$ cat src/rtl/tdc_reader_pkg.sv
// Shared types and constants for the TDC record reader: FSM encoding,
// record geometry and the bit layout of word 0 of each channel record.
package tdc_reader_pkg;

   typedef enum logic [2:0] {
      S_IDLE,
      S_RD_HI,
      S_WAIT_HI,
      S_RD_LO,
      S_WAIT_LO,
      S_PRESENT,
      S_DONE
   } state_t;

   localparam int N_CHANNELS       = 4;
   localparam int WORDS_PER_RECORD = 2;

   localparam int EVENT_W   = 8;
   localparam int CHANNEL_W = 2;
   localparam int DOUT_W    = 7;
   localparam int SAFF_W    = 21;

   // word0 = {DOUT[6:0], pad[3:0], SAFF[20:16]}; word1 = SAFF[15:0]
   localparam int DOUT_MSB    = 15;
   localparam int DOUT_LSB    = 9;
   localparam int PAD_MSB     = 8;
   localparam int PAD_LSB     = 5;
   localparam int SAFF_HI_MSB = 4;
   localparam int SAFF_HI_LSB = 0;

endpackage

$ cat src/rtl/tdc_record_reader_if.sv
// Record stream from the TDC reader to the host FIFO/packetizer.
// master = record source (reader), slave = record sink.
interface tdc_record_reader_if;
   import tdc_reader_pkg::*;

   logic                 rec_valid;
   logic                 rec_ready;
   logic [EVENT_W-1:0]   rec_event;
   logic [CHANNEL_W-1:0] rec_channel;
   logic [DOUT_W-1:0]    rec_dout;
   logic [SAFF_W-1:0]    rec_saff;

   modport master (
      output rec_valid, rec_event, rec_channel, rec_dout, rec_saff,
      input  rec_ready
   );

   modport slave (
      input  rec_valid, rec_event, rec_channel, rec_dout, rec_saff,
      output rec_ready
   );

endinterface

$ cat src/rtl/tdc_word_unpack.sv
// Combinational split of one channel's two RAM words into DOUT/SAFF fields,
// plus a flag for non-zero pad bits in word 0.
module tdc_word_unpack
   import tdc_reader_pkg::*;
(
   input  logic [15:0]       word0,
   input  logic [15:0]       word1,
   output logic [DOUT_W-1:0] dout,
   output logic [SAFF_W-1:0] saff,
   output logic              pad_nonzero
);

   assign dout        = word0[DOUT_MSB:DOUT_LSB];
   assign saff        = {word0[SAFF_HI_MSB:SAFF_HI_LSB], word1};
   assign pad_nonzero = |word0[PAD_MSB:PAD_LSB];

endmodule

$ cat src/rtl/tdc_record_reader.sv
// Walks TDC event records in RAM (4 channels x 2 words per event) and hands
// decoded per-channel records to the host over valid/ready.
// Optional pad-bit checking: define TDC_READER_FORMAT_CHECK_EN.
module tdc_record_reader
   import tdc_reader_pkg::*;
#(
   parameter int ADDR_W      = 10,
   parameter int RAM_LATENCY = 1
) (
   input  logic              clk,
   input  logic              reset,
   input  logic              start,
   input  logic [ADDR_W-1:0] base_addr,
   input  logic [7:0]        n_events,
   output logic              busy,
   output logic              done,
   output logic              ram_rd_en,
   output logic [ADDR_W-1:0] ram_addr,
   input  logic [15:0]       ram_rd_data,
   output logic              format_error,
   tdc_record_reader_if.master rec
);

   state_t               state, state_nxt;
   logic [1:0]           wait_cnt;
   logic                 wait_last;
   logic [ADDR_W-1:0]    ptr;
   logic [7:0]           n_lat;
   logic [EVENT_W-1:0]   evt;
   logic [CHANNEL_W-1:0] ch;
   logic [15:0]          word0_q, word1_q;
   logic                 pad_nonzero;
   logic                 accept, handshake, last_rec;

   assign accept    = (state == S_IDLE) && start;
   assign handshake = (state == S_PRESENT) && rec.rec_ready;
   assign last_rec  = (evt == n_lat - 8'd1) && (ch == CHANNEL_W'(N_CHANNELS - 1));
   assign wait_last = (wait_cnt == 2'(RAM_LATENCY - 1));

   always_ff @(posedge clk or posedge reset) begin
      if (reset) state <= S_IDLE;
      else       state <= state_nxt;
   end

   always_comb begin
      state_nxt = state;
      unique case (state)
         S_IDLE:    if (start) state_nxt = (n_events == 8'd0) ? S_DONE : S_RD_HI;
         S_RD_HI:   state_nxt = S_WAIT_HI;
         S_WAIT_HI: if (wait_last) state_nxt = S_RD_LO;
         S_RD_LO:   state_nxt = S_WAIT_LO;
         S_WAIT_LO: if (wait_last) state_nxt = S_PRESENT;
         S_PRESENT: if (rec.rec_ready) state_nxt = last_rec ? S_DONE : S_RD_HI;
         S_DONE:    state_nxt = S_IDLE;
         default:   state_nxt = S_IDLE;
      endcase
   end

   // Wait counter restarts on every read strobe and counts RAM latency cycles.
   always_ff @(posedge clk or posedge reset) begin
      if (reset) begin
         wait_cnt <= '0;
      end else if (state == S_RD_HI || state == S_RD_LO) begin
         wait_cnt <= '0;
      end else if (state == S_WAIT_HI || state == S_WAIT_LO) begin
         wait_cnt <= wait_cnt + 2'd1;
      end
   end

   always_ff @(posedge clk or posedge reset) begin
      if (reset) begin
         ptr     <= '0;
         n_lat   <= '0;
         evt     <= '0;
         ch      <= '0;
         word0_q <= '0;
         word1_q <= '0;
      end else begin
         if (accept) begin
            ptr   <= base_addr;
            n_lat <= n_events;
            evt   <= '0;
            ch    <= '0;
         end
         if (ram_rd_en) ptr <= ptr + 1'b1;
         if (state == S_WAIT_HI && wait_last) word0_q <= ram_rd_data;
         if (state == S_WAIT_LO && wait_last) word1_q <= ram_rd_data;
         if (handshake) begin
            ch <= ch + 1'b1;
            if (ch == CHANNEL_W'(N_CHANNELS - 1)) evt <= evt + 1'b1;
         end
      end
   end

   tdc_word_unpack u_unpack (
      .word0       (word0_q),
      .word1       (word1_q),
      .dout        (rec.rec_dout),
      .saff        (rec.rec_saff),
      .pad_nonzero (pad_nonzero)
   );

   assign busy            = (state != S_IDLE);
   assign done            = (state == S_DONE);
   assign ram_rd_en       = (state == S_RD_HI) || (state == S_RD_LO);
   assign ram_addr        = ptr;
   assign rec.rec_valid   = (state == S_PRESENT);
   assign rec.rec_event   = evt;
   assign rec.rec_channel = ch;

`ifdef TDC_READER_FORMAT_CHECK_EN
   logic fmt_err;

   // RD_LO directly follows the word0 capture, so the flag belongs to this run.
   always_ff @(posedge clk or posedge reset) begin
      if (reset)                                 fmt_err <= 1'b0;
      else if (accept)                           fmt_err <= 1'b0;
      else if (state == S_RD_LO && pad_nonzero)  fmt_err <= 1'b1;
   end

   assign format_error = fmt_err;
`else
   logic unused_pad;

   assign unused_pad   = pad_nonzero;
   assign format_error = 1'b0;
`endif

endmodule

$ cat src/flat_wrapper.sv
// flat-port wrapper written by rule: the top's interface ports become plain ports
module tdc_record_reader_flat import tdc_reader_pkg::*;
#(
   parameter int ADDR_W      = 10,
   parameter int RAM_LATENCY = 1
)
  (clk, reset, start, base_addr, n_events, busy, done, ram_rd_en, ram_addr, ram_rd_data, format_error, rec_rec_valid, rec_rec_event, rec_rec_channel, rec_rec_dout, rec_rec_saff, rec_rec_ready);
  tdc_record_reader_if rec_i ();
  input  logic clk;
  input  logic reset;
  input  logic start;
  input  logic [ADDR_W-1:0] base_addr;
  input  logic [7:0] n_events;
  output logic busy;
  output logic done;
  output logic ram_rd_en;
  output logic [ADDR_W-1:0] ram_addr;
  input  logic [15:0] ram_rd_data;
  output logic format_error;
  output wire logic [$bits(rec_i.rec_valid)-1:0] rec_rec_valid;
  output wire logic [$bits(rec_i.rec_event)-1:0] rec_rec_event;
  output wire logic [$bits(rec_i.rec_channel)-1:0] rec_rec_channel;
  output wire logic [$bits(rec_i.rec_dout)-1:0] rec_rec_dout;
  output wire logic [$bits(rec_i.rec_saff)-1:0] rec_rec_saff;
  input wire logic [$bits(rec_i.rec_ready)-1:0] rec_rec_ready;
  assign rec_rec_valid = rec_i.rec_valid;
  assign rec_rec_event = rec_i.rec_event;
  assign rec_rec_channel = rec_i.rec_channel;
  assign rec_rec_dout = rec_i.rec_dout;
  assign rec_rec_saff = rec_i.rec_saff;
  assign rec_i.rec_ready = rec_rec_ready;
  tdc_record_reader #(.ADDR_W(ADDR_W), .RAM_LATENCY(RAM_LATENCY)) u_core (.clk(clk), .reset(reset), .start(start), .base_addr(base_addr), .n_events(n_events), .busy(busy), .done(done), .ram_rd_en(ram_rd_en), .ram_addr(ram_addr), .ram_rd_data(ram_rd_data), .format_error(format_error), .rec(rec_i));
endmodule
$ cat config.mk
export PLATFORM = sky130hd
export DESIGN_NAME = tdc_record_reader_flat
export DESIGN_NICKNAME = d
export VERILOG_FILES = /design/src/rtl/tdc_reader_pkg.sv /design/src/rtl/tdc_record_reader_if.sv /design/src/rtl/tdc_word_unpack.sv /design/src/rtl/tdc_record_reader.sv /design/src/flat_wrapper.sv
export SDC_FILE = /design/constraint.sdc
export NUM_CORES = 1
export LEC_CHECK = 0
export ABC_AREA = 1
export ABC_CLOCK_PERIOD_IN_PS = 3500
export CORE_ASPECT_RATIO = 0.5
export CORE_MARGIN = 1.5
export CORE_UTILIZATION = 50
export CTS_CLUSTER_DIAMETER = 30
export DETAILED_ROUTE_END_ITERATION = 6
export PLACE_DENSITY = 0.9
export SYNTH_ARGS = -nofsm -noshare
export SYNTH_HDL_FRONTEND = slang
export SYNTH_SLANG_ARGS = --single-unit
$ cat constraint.sdc
create_clock -name clk -period 3.5 [get_ports clk]
set_input_delay 0.7 -clock clk [delete_from_list [all_inputs] [get_ports clk]]
set_output_delay 0.7 -clock clk [all_outputs]
set_load 0.02 [all_outputs]
# Word level (Yosys, flattened, before mapping)
# Cells that the tools add are included.
[op_classes] n_addsub=5 n_eq_ne=12 n_mux=16 n_reduce_logical=15
[op_table] cell="2-to-1 mux 8 bit" count=3
[op_table] cell="2-to-1 mux 10 bit" count=2
[op_table] cell="2-to-1 mux 3 bit" count=6
[op_table] cell="case mux 3 bit (6 select lines)" count=1
[op_table] cell="adder 10 x 1 -> 10 bit (second input constant)" count=1
[op_table] cell="== test 3 bit (second input constant)" count=3
[op_table] cell="adder 8 x 1 -> 8 bit (second input constant)" count=1
[op_table] cell="== test 8 bit" count=1
[op_table] cell="logical NOT 8 bit" count=1
[op_table] cell="2-to-1 mux 2 bit" count=4
[op_table] cell="subtractor 8 x 1 -> 8 bit (second input constant)" count=1
[op_table] cell="== test 3 x 2 -> 1 bit (second input constant)" count=2
[op_table] cell="inequality test 2 x 1 -> 1 bit (second input constant)" count=3
[op_table] cell="nonzero test 2 bit" count=3
[op_table] cell="logical AND 1 bit" count=5
[op_table] cell="adder 2 x 1 -> 2 bit (second input constant)" count=2
[op_table] cell="AND reduction 4 bit" count=1
[op_table] cell="== test 3 x 1 -> 1 bit (second input constant)" count=1
[op_table] cell="logical NOT 3 bit" count=1
[op_table] cell="nonzero test 3 bit" count=1
[op_table] cell="== test 2 bit (second input constant)" count=1
[op_table] cell="logical NOT 2 bit" count=1
[op_table] cell="logical OR 1 bit" count=2
[op_table] cell="inequality test 2 bit (second input constant)" count=1
[word_totals] ff_bits=65 inputBits=38 wordCells=56

# Logic depth before layout (Yosys ltp)
# Gate-level depths: netlist of the first run.
[depth] word_depth=6 mapped_depth=15 ltp_nobuf=15

# Hierarchy
# Synthesis of the first run repeated with hierarchy kept, for this count alone.
[unflattened] cells_unflattened=446 area_unflattened_um2=3523.4
[modules_own_cells] module="tdc_record_reader" n_inst=1 cells_each=415 area_per_inst_um2=3301.9
[modules_own_cells] module="tdc_word_unpack" n_inst=1 cells_each=31 area_per_inst_um2=221.5

# Worst setup path after synthesis of the first run
# Ideal clock, no wire load.
[synth_path] path_type="register to output" from="register u_core.state[1]" to="output ram_rd_en" arrival_time_ns=1.029 required_ns=2.800 setup_slack_ns=1.771 path_stages_with_launch=7 path_cell_list="dfrtp_1 -> inv_1 -> nor2_1 -> nand2_1 -> nand2_1 -> buf_6 -> buf_6"
[synth_via] elab_chain_len=2
[synth_rtl] element="start, declared" line_no="tdc_record_reader.sv:24" text="state_t state, state_nxt;"
[synth_rtl] element="start signal, assigned" line_no="tdc_record_reader.sv:42" text="else state <= state_nxt;"
[synth_rtl] element="== test 3 x 1 -> 1 bit or == test 3 x 2 -> 1 bit (tied branches)" line_no="tdc_record_reader.sv:105" text="assign ram_rd_en = (state == S_RD_HI) || (state == S_RD_LO);"
[synth_rtl] element="logical OR 1 bit *" line_no="tdc_record_reader.sv:105"
[synth_rtl] element="end, declared" line_no="flat_wrapper.sv:16" text="output logic ram_rd_en;"
# Mark *: on every way between the ends. The rest lies on a longest branch, timed or not.

# Worst setup path in the final report of the first run
# Same ends and word-level chain as after synthesis.

==> results of run 1 <==
[metrics by stage]
stage	total power (uW)	setup WS [ps]	area [um^2]	hold slack, ps	util (%)
floorplan	2380	1290	3140	433	-
global placement	3030	1190	4090	450	67.6
detailed placement	3090	1150	4090	459	67.6
CTS	3950	800	4380	467	72.3
global route	4200	697	4380	491	72.3
finish	3930	793	4380	465	72.3
[cell type report]
type / instances / area, um^2 / share of cell area [%]
tap: 88 / 110 / 2.52
clock inverter: 7 / 57.6 / 1.32
clock buffer: 9 / 225 / 5.15
inverter: 54 / 205 / 4.69
sequential: 61 / 1530 / 34.9
timing repair buffer: 91 / 906 / 20.7
multi-input combinational: 265 / 1350 / 30.8
[where the power goes]
group | switching [uW] | internal (uW)
Clock | 347 | 487
Sequential | 235 | 1000
Combinational | 1060 | 797
Total | 1640 | 2290
[layer usage]
metal  vias up  wire length [um]  global-route usage, %
li1       1445                 -                      -
met1      1322              3300                   31.8
met2       101              3520                   40.1
met3        17               596                   7.57
met4         0               146                   7.94
met5         -                 0                      0
[placed cells by master (no fill, tap or decap), types with 5 or more instances in the layout]
cell type          n
a21oi_1           13
clkbuf_16          9
clkdlybuf4s50_1   89
dfrtp_1           61
ha_1               5
inv_1             48
nand2_1          100
nand3_1           29
nand4_1            5
nor2_1            27
nor3_1             6
o21ai_0           40
[kinds of logic after synthesis]
| group | Yosys count | share of synthesized area, % |
|---|---|---|
| compound gates | 68 | 12.0 |
| xor+xnor | 6 | 1.67 |
| fa+ha+maj | 5 | 1.99 |
| buf+inv | 64 | 8.56 |
| flops | 61 | 48.6 |
| mux | 4 | 1.43 |
| other cells | 1 | 0.119 |
| simple gates | 181 | 25.6 |
[worst max-delay path by stage]
stage / startpoint / end / slack, ps / cells past startpoint
5_1_grt: u_core.state[1] / ram_rd_en / 700 / 6
6_report: u_core.state[1] / ram_rd_en / 790 / 6
3_3_place_gp: u_core.state[1] / ram_rd_en / 1190 / 6
2_1_floorplan: reset / u_core.n_lat[0] / 1290 / 1
3_5_place_dp: u_core.state[1] / ram_rd_en / 1150 / 6
4_1_cts: u_core.state[1] / ram_rd_en / 800 / 6
[sequential cells by signal, indices dropped and copies added, names as in the netlist]
signal                  flops
u_core.state                3
u_core.rec.rec_event        8
u_core.word0_q             12
u_core.rec.rec_channel      2
u_core.ram_addr            10
u_core.word1_q             16
u_core.wait_cnt             2
u_core.n_lat                8
==> metrics.md, run 1 <==
| Metric | Value |
|---|---|
| Status | `finished, final reports clean` |
| Relative max-transition margin | `roughly half` |
| Maximum vdd drop | `0.672 mV` |
| Crit start category | `flip-flop` |
| Fmax | `369 MHz` |
| CP cell instances | `inv_1 -> nor2_1 -> nand2_1 -> nand2_1 -> buf_4 -> clkdlybuf4s50_1` |
| Diode count | `0` |
| Clk_skew | `5.96 ps` |
| Worst Hold Class | `flip-flop to flip-flop` |
| Max Slew Vio Count | `0` |
| Top Ports | `91` |
| Most used cell, CP | `nand2_1` |
| CP max stage cell | `clkdlybuf4s50_1` |
| Critical Path Sink Type | `output pin` |
| RSZ-0062 raised after global routing | `false` |
| Post-synthesis cell count | `just under 400` |
| Max_cap viols | `0` |
| Post-DR vias/cell | `around 5` |
| Count leader, synth | `nand2_1` |
| Clk sink count | `61` |
| Worst Path Required | `between 2000 and 3000 ps` |
| Worst Min Path Start | `u_core.wait_cnt[0]` |
| Gr usage total | `24.5%` |
| Largest net degree at the start of global routing | `62` |
| Clk_lat worst skew | `320 ps` |
| Reg2Reg Setup Slack | `1650 ps` |
| Die Ht | `between 50 and 60 um` |
| Final wirelength | `7.56 mm` |
| GRT overflow | `0` |
| Count of unique library cells instantiated by Yosys | `37` |
| DRC violations left | `0` |
| Synth-to-Final Area Change | `39.3%` |
| Seq/Total Area, Yosys | `about half` |
| CP Buf/Inv Count | `3` |
| Synth Warn # | `0` |
| Critical R2R Capture | `u_core.state[0]` |
| Hold endpoint | `u_core.wait_cnt[0]` |
| Routed vias | `2885` |
| Setup TNS | `0 ps` |
| Synth Cell Area | `~3100 um^2` |
| CP arrival | `2010 ps` |
| CP peak stage delay | `640 ps` |
| Initial Util | `51.9%` |
| First-pass DRT Iterations | `4` |
| Final setup viols | `0` |
| Filler cells | `445` |
| Share of layout cells above drive strength 1 | `~8.4%` |
| Post-DP HPWL | `5.15 mm` |
| Synth area leaders | `dfrtp_1 49%, nand2_1 12%, o21ai_0 6.4%` |
| Yosys reg bits | `61` |
| Number of instances resized during post-cts repair | `0` |
| Top Family by Delay on Critical Path | `buffers and inverters` |
| Critical path type | `flip-flop to output pin` |
| Avg Inst Size Synth | `8.06 um^2` |
| Post-layout net count | `525` |
| PortBufs | `slightly below 90` |
| Share of the synthesized area in the top cell type | `48.6%` |
| Worst Tran Pin Value | `between 700 and 800 ps` |
| Hold_buf cts | `0` |
| CP Max Fanout | `20` |
| Core area | `6060 um^2` |
| Fin. Hold Viols | `0` |
| Most used DFF post-synth | `dfrtp_1` |
| Synthesized Nets | `between 400 and 500` |
| R2R Path Start | `u_core.n_lat[0]` |
| Leakage power | `0.00213 uW` |
| List of most frequent post-synthesis cells | `100 x nand2_1, 61 x dfrtp_1, 49 x inv_1, 40 x o21ai_0, 29 x nand3_1` |
| R2R depth | `15` |
| GP Congestion | `0.849` |
| H-tree Lvls | `3` |
| # placed instances | `559` |
| EDFF count, synth | `0` |
| CTS max path bufs | `2` |
| Die X-Extent | `around 120 um` |
| Clock Pin Slew Worst Setup and Hold Paths | `60 ps` |
| Final std cells w/o fill | `575` |
| P per Cell Area | `898 nW/um^2` |
| Die area | `6800 um^2` |
| Vias in the first global route | `2786` |
| Initial antenna violation count | `0` |
| CTS Buf Count | `9` |
| Tmin final | `roughly 2700 ps` |
| Core Rows | `20` |
| Final period utilization | `77.3%` |
| Ys async rst share | `100%` |
| Synth area leader | `dfrtp_1` |
| Postcts setup bufs | `0` |
| Iter 0 DRT Violations | `162` |
| Root Buffer | `clkbuf_16` |
| Final ANT Viol Nets | `0` |
| First-pass GRT wire length | `12.8 mm` |
| CTS tree | `built` |
| Routed wire per std cell | `between 10 and 15 um` |
| Hold Path Depth | `1` |
(Power assumes the default switching activity.)
==> run 2: changes to the inputs <==
Settings changed: ABC_CLOCK_PERIOD_IN_PS 3500 to 2300, CORE_UTILIZATION 50 to 43, PLACE_DENSITY 0.9 to 0.82.
Clock period 3.5 ns to 2.3 ns, I/O delays scaled along.
==> run 2 against run 1 <==
Against the previous run:
- sequential power increased by 52%
- critical path depth down 3
- global-route usage is 2.9 points lower
- first-iteration DRC count up 52%
- final cell count up 1.0%
- clock skew shrank 0.84 ps
- utilization decreased by 7.7 points
- clock power rose by 76%
- clock-buffer cell count rose by 4
- via count is 0.38% higher
- cell area rose by 1.6%
- setup slack got worse by 700 ps
- highest routed layer unchanged
==> metrics.md, run 2 (synthesis gave the netlist of run 1 again) <==
| Metric | Value |
|---|---|
| Status | `finished, final reports clean` |
| GP Congestion | `0.902 (+6.2%)` |
| Max Slew Vio Count | `0 (unchanged)` |
| Max_cap viols | `0 (unchanged)` |
| Gr usage total | `21.6% (-2.9 points)` |
| Clk_lat worst skew | `330 ps (about the same)` |
| Setup TNS | `0 ps (unchanged)` |
| Critical R2R Capture | `u_core.ram_addr[3]` |
| Leakage power | `0.00219 uW (+3.2%)` |
| Worst Min Path Start | `u_core.wait_cnt[0]` |
| PortBufs | `89 (unchanged)` |
| Maximum vdd drop | `0.864 mV (+29%)` |
| Die area | `7860 um^2 (+16%)` |
| R2R Path Start | `u_core.state[1]` |
| Root Buffer | `clkbuf_16` |
| Post-DP HPWL | `5.45 mm (+5.8%)` |
| Post-DR vias/cell | `4.98 (-0.66%)` |
| Worst Hold Class | `flip-flop to flip-flop` |
| Critical Path Sink Type | `output pin` |
| Initial Util | `45.6% (-6.2 points)` |
| Top Ports | `91 (unchanged)` |
| Max reg flops | `16 (unchanged)` |
| CTS tree | `built` |
| WHS | `467 ps (+1.81 ps)` |
| CP cell instances | `inv_1 -> nor3_1 -> clkdlybuf4s50_1` |
| Final period utilization | `95.9%` |
| Register name with the most flops | `u_core.word1_q` |
| Final wirelength | `7.67 mm (+1.5%)` |
| Final setup viols | `0 (unchanged)` |
| Die X-Extent | `124 um (+7.6%)` |
| R2R depth | `9 (-6)` |
| Synth-to-Final Area Change | `41.5%` |
| Hold_buf cts | `0 (unchanged)` |
| Routed vias | `2896 (+0.38%)` |
| Postcts setup bufs | `0 (unchanged)` |
| Fmax | `453 MHz` |
| Most frequent cells in the layout | `100 x nand2_1, 87 x clkdlybuf4s50_1, 61 x dfrtp_1` |
| Hold Path Depth | `1 (unchanged)` |
| P per Cell Area | `1390 nW/um^2 (+55%)` |
| Diode count | `0 (unchanged)` |
| H-tree Lvls | `3 (unchanged)` |
| Core area | `6880 um^2 (+14%)` |
| Clk_skew | `5.12 ps (-0.841 ps)` |
| Fin area | `4450 um^2 (+1.6%)` |
| Tmin final | `~2200 ps` |
| CP arrival | `1750 ps (-260 ps)` |
| CTS Buf Count | `9 (unchanged)` |
| Area post-placement | `4110 um^2 (+0.49%)` |
| Vias in the first global route | `2812 (+0.93%)` |
| Critical path type | `flip-flop to output pin` |
| CP peak stage delay | `650 ps (about the same)` |
| Routed wire per std cell | `13.2 um (+0.43%)` |
| CP max stage cell | `clkdlybuf4s50_1` |
| Hold endpoint | `u_core.wait_cnt[0]` |
| Clock Pin Slew Worst Setup and Hold Paths | `50 ps (about the same)` |
| CTS max path bufs | `2 (unchanged)` |
| Reg2Reg Setup Slack | `490 ps (-1160 ps)` |
| DRC violations left | `0 (unchanged)` |
| Iter 0 DRT Violations | `247 (+52%)` |
| Post-layout net count | `527 (+0.38%)` |
| Largest net degree at the start of global routing | `38 (-39%)` |
| Crit start category | `flip-flop` |
| First-pass GRT wire length | `13.0 mm (+1.5%)` |
| Worst Path Required | `1840 ps (-960 ps)` |
| Die Ht | `63.4 um (+7.4%)` |
| GRT overflow | `0 (unchanged)` |
| Final ANT Viol Nets | `0 (unchanged)` |
| CP Max Fanout | `5 (-75%)` |
| Number of instances resized during post-cts repair | `0 (unchanged)` |
| Fin. Hold Viols | `0 (unchanged)` |
| Clk sink count | `61 (unchanged)` |
| Initial antenna violation count | `0 (unchanged)` |
| Commonest non-fill, non-tap cell in the layout | `nand2_1` |
| Core Rows | `21 (+5.0%)` |
| RSZ-0062 raised after global routing | `false` |
| First-pass DRT Iterations | `5 (+1)` |
| Share of layout cells above drive strength 1 | `8.38% (-0.034 points)` |
run 2: changes by cell type in the layout (fill, tap and decap cells not counted), sizes merged, moves of 2 or more:
cell           delta
bufinv            +2
clkinvlp          -2
clkdlybuf4s50     -2
buf               +2
dlymetal6s2s      +2
clkbuf            +4
inv               -3
run 2: per-layer routing:
| layer | up-vias | global-route usage (%) | routed length (um) |
|---|---|---|---|
| met4 | 0 | 8.05 | 142 |
| met1 | 1331 | 27.5 | 3300 |
| met2 | 92 | 32.9 | 3580 |
| met3 | 19 | 8.70 | 657 |
| met5 | - | 0 | 0 |
| li1 | 1454 | - | - |
run 2: area by class of cell:
| cell class | instances | area [um^2] |
|---|---|---|
| clock buffers | 13 | 260 |
| inverters | 54 | 205 |
| clock inverters | 3 | 67.6 |
| flip-flops and latches | 61 | 1530 |
| multi-input cells | 265 | 1350 |
| repair buffers | 93 | 926 |
| fillers | 567 | 2440 |
| well taps | 92 | 115 |
run 2: critical path: cells and delay by family, from the launching register on:
family,cells,cell delay [ps]
AND/OR/NAND/NOR,1,240
flip-flops,1,440
buffers and inverters,2,750
run 2: worst max path at each step:
stage / end / cells past startpoint / from / slack, ps
after floorplan: u_core.n_lat[0] / 1 / reset / 330
after global placement: ram_rd_en / 5 / u_core.state[1] / 430
after detailed placement: ram_rd_en / 5 / u_core.state[1] / 390
after CTS: ram_rd_en / 5 / u_core.state[1] / 30
after global routing: done / 3 / u_core.state[1] / 8
final: done / 3 / u_core.state[1] / 90
run 2: power breakdown:
group | internal [uW] | switching (uW) | total [uW]
combinational | 1210 | 1630 | 2850
sequential | 1530 | 358 | 1880
clock | 1010 | 463 | 1470
run 2: through the flow:
stage	std cells	utilization [%]	setup WS (ps)	power, uW
after floorplan	390	-	327	3620
final	581	64.6	94.6	6200
after detailed placement	565	59.8	386	4710
after CTS	581	64.5	27.1	6240
after global routing	581	64.6	8.25	6630
after global placement	565	59.8	429	4640
==> run 3: changes to the inputs <==
Settings changed: CORE_UTILIZATION 43 to 45, CTS_CLUSTER_SIZE from default to 14, PLACE_DENSITY 0.82 to 0.84, SYNTH_HIERARCHICAL from default to 1, TNS_END_PERCENT from default to 1.
==> run 3 against run 2 <==
Against the previous run:
- clock skew down 0.65 ps
- critical path type unchanged
- wire length about the same
- critical endpoint is now busy
- register-to-register slack worse by 40 ps
- largest power group unchanged
- first-iteration DRC count down 4.0%
- sequential power about the same
- maximum frequency up 1.6%
- utilization down 3.0 points
- final cell count up 2.6%
- setup slack better by 34 ps
- total power about the same
- highest routed layer unchanged
==> metrics.md, run 3 <==
| Metric | Value |
|---|---|
| Post-layout net count | `538 (+2.1%)` |
| Core area | `7290 um^2 (+6.0%)` |
| Core Rows | `22 (+4.8%)` |
| Final wirelength | `7.68 mm (about the same)` |
| First-pass GRT wire length | `12.9 mm (-1.1%)` |
| Tmin final | `2170 ps (-34.5 ps)` |
| Number of instances resized during post-cts repair | `0 (unchanged)` |
| Diode count | `0 (unchanged)` |
| Max reg flops | `16 (unchanged)` |
| Initial antenna violation count | `0 (unchanged)` |
| Routed vias | `2969 (+2.5%)` |
| GRT overflow | `0 (unchanged)` |
| Worst Hold Class | `primary input to async pin` |
| Post-DR vias/cell | `4.98 (about the same)` |
| Synthesized Nets | `474 (+9.5%)` |
| Clk sink count | `61 (unchanged)` |
| Maximum vdd drop | `0.784 mV (-9.2%)` |
| Fin. Hold Viols | `0 (unchanged)` |
| Hold_buf cts | `0 (unchanged)` |
| Final period utilization | `94.4% (-1.5 points)` |
| Max_cap viols | `0 (unchanged)` |
| CTS max path bufs | `2 (unchanged)` |
| Most frequent cells in the layout | `100 x nand2_1, 88 x clkdlybuf4s50_1, 61 x dfrtp_1` |
| Crit start category | `flip-flop` |
| GP Congestion | `0.886 (-1.8%)` |
| Post-DP HPWL | `5.55 mm (+1.8%)` |
| Clk_lat worst skew | `330 ps (about the same)` |
| Leakage power | `0.00222 uW (+1.3%)` |
| Clk_skew | `4.47 ps (-0.646 ps)` |
| Clock Pin Slew Worst Setup and Hold Paths | `60 ps (about the same)` |
| DRC violations left | `0 (unchanged)` |
| Gr usage total | `20.0% (-1.6 points)` |
| PortBufs | `89 (unchanged)` |
| CP Max Fanout | `6 (+1)` |
| Final std cells w/o fill | `596 (+2.6%)` |
| Final setup margin | `129 ps (+34.5 ps)` |
| Max Slew Vio Count | `0 (unchanged)` |
| Critical Path Sink Type | `output pin` |
| Pre-CTS setup slack | `369 ps (-16.2 ps)` |
| CP arrival | `1710 ps (-40 ps)` |
| Die area | `8060 um^2 (+2.6%)` |
| Routed wire per std cell | `12.9 um (-2.5%)` |
| Synth Cell Area | `3380 um^2 (+7.5%)` |
| Relative max-transition margin | `a little under three fifths` |
| RSZ-0062 raised after global routing | `false` |
| Worst Path Required | `1840 ps (about the same)` |
| Reg2Reg Setup Slack | `450 ps (-40 ps)` |
| Initial Util | `46.3% (+0.66 points)` |
| R2R Path Start | `u_core/n_lat[0]` |
| Fmax | `461 MHz (+1.6%)` |
| Final ANT Viol Nets | `0 (unchanged)` |
| CTS tree | `built` |
| P per Cell Area | `1380 nW/um^2 (-1.2%)` |
| Postcts setup bufs | `0 (unchanged)` |
| Critical path type | `flip-flop to output pin` |
| Status | `finished, final reports clean` |
| Post-synthesis cell count | `431 (+11%)` |
| Root Buffer | `clkbuf_16` |
| Commonest non-fill, non-tap cell in the layout | `nand2_1` |
| Iter 0 DRT Violations | `237 (-4.0%)` |
| Final setup viols | `0 (unchanged)` |
| Top Ports | `91 (unchanged)` |
| Synth Warn # | `6 (+6)` |
| Vias in the first global route | `2909 (+3.4%)` |
| Die X-Extent | `126 um (+1.3%)` |
| Share of layout cells above drive strength 1 | `6.80% (-1.6 points)` |
| Largest net degree at the start of global routing | `33 (-13%)` |
| WHS | `450 ps (-17.2 ps)` |
| Area post-placement | `4170 um^2 (+1.3%)` |
| # placed instances | `580 (+2.7%)` |
| H-tree Lvls | `3 (unchanged)` |
| CTS Buf Count | `9 (unchanged)` |
| Worst Tran Pin Value | `between 600 and 700 ps` |
| Die Ht | `64.3 um (+1.3%)` |
| Synth-to-Final Area Change | `33.1%` |
| Avg Inst Size Synth | `7.84 um^2 (-2.7%)` |
| Register name with the most flops | `u_core/word1_q` |
| Critical path origin | `u_core/state[2]` |
| First-pass DRT Iterations | `6 (+1)` |
| Setup TNS | `0 ps (unchanged)` |
| Fin area | `4500 um^2 (+1.1%)` |
[run 3: path summary, 6_finish.rpt]
kind	endpoint	cells after the start
worst max-delay path	busy	3
worst min-delay path	u_core/word1_q[5]	2
worst max register to register	u_core/state[2]	12
worst min register to register	u_core/word0_q[10]	2
max in group asynchronous	u_core/n_lat[6]	3
min in group clk	u_core/word0_q[10]	2
[run 3: final cells by class]
class	instances	area (um^2)
Tap cell	96	120
Fill cell	607	2800
Timing Repair Buffer	94	943
Inverter	62	233
Multi-Input combinational cell	267	1350
Clock buffer	9	225
Clock inverter	7	98.8
Sequential cell	61	1530
[run 3: through the flow]
| stage | utilization, % | power [uW] |
|---|---|---|
| after floorplan | - | 3940 |
| after global placement | 57.2 | 4650 |
| after detailed placement | 57.2 | 4740 |
| after CTS | 61.6 | 6240 |
| after global routing | 61.6 | 6630 |
| final | 61.6 | 6200 |
[run 3: per-layer routing]
layer	global-route usage, %	up-vias	part of all wire [%]
met5	0	-	0
met4	7.53	0	1.0
met3	6.20	9	4.8
met2	34.2	68	49
met1	23.9	1406	45
li1	-	1486	-
[run 3: power breakdown]
group	total, uW	internal, uW	leakage [uW]	switching [uW]
Combinational	2870	1230	0.00131	1640
Clock	1450	952	0.000156	495
Sequential	1880	1520	0.000759	353
[run 3: critical path, cell delays in order (launching register included)]
cell,delay [ps]
dfrtp_1,470
inv_2,130
nand2_1,160
clkdlybuf4s50_1,620
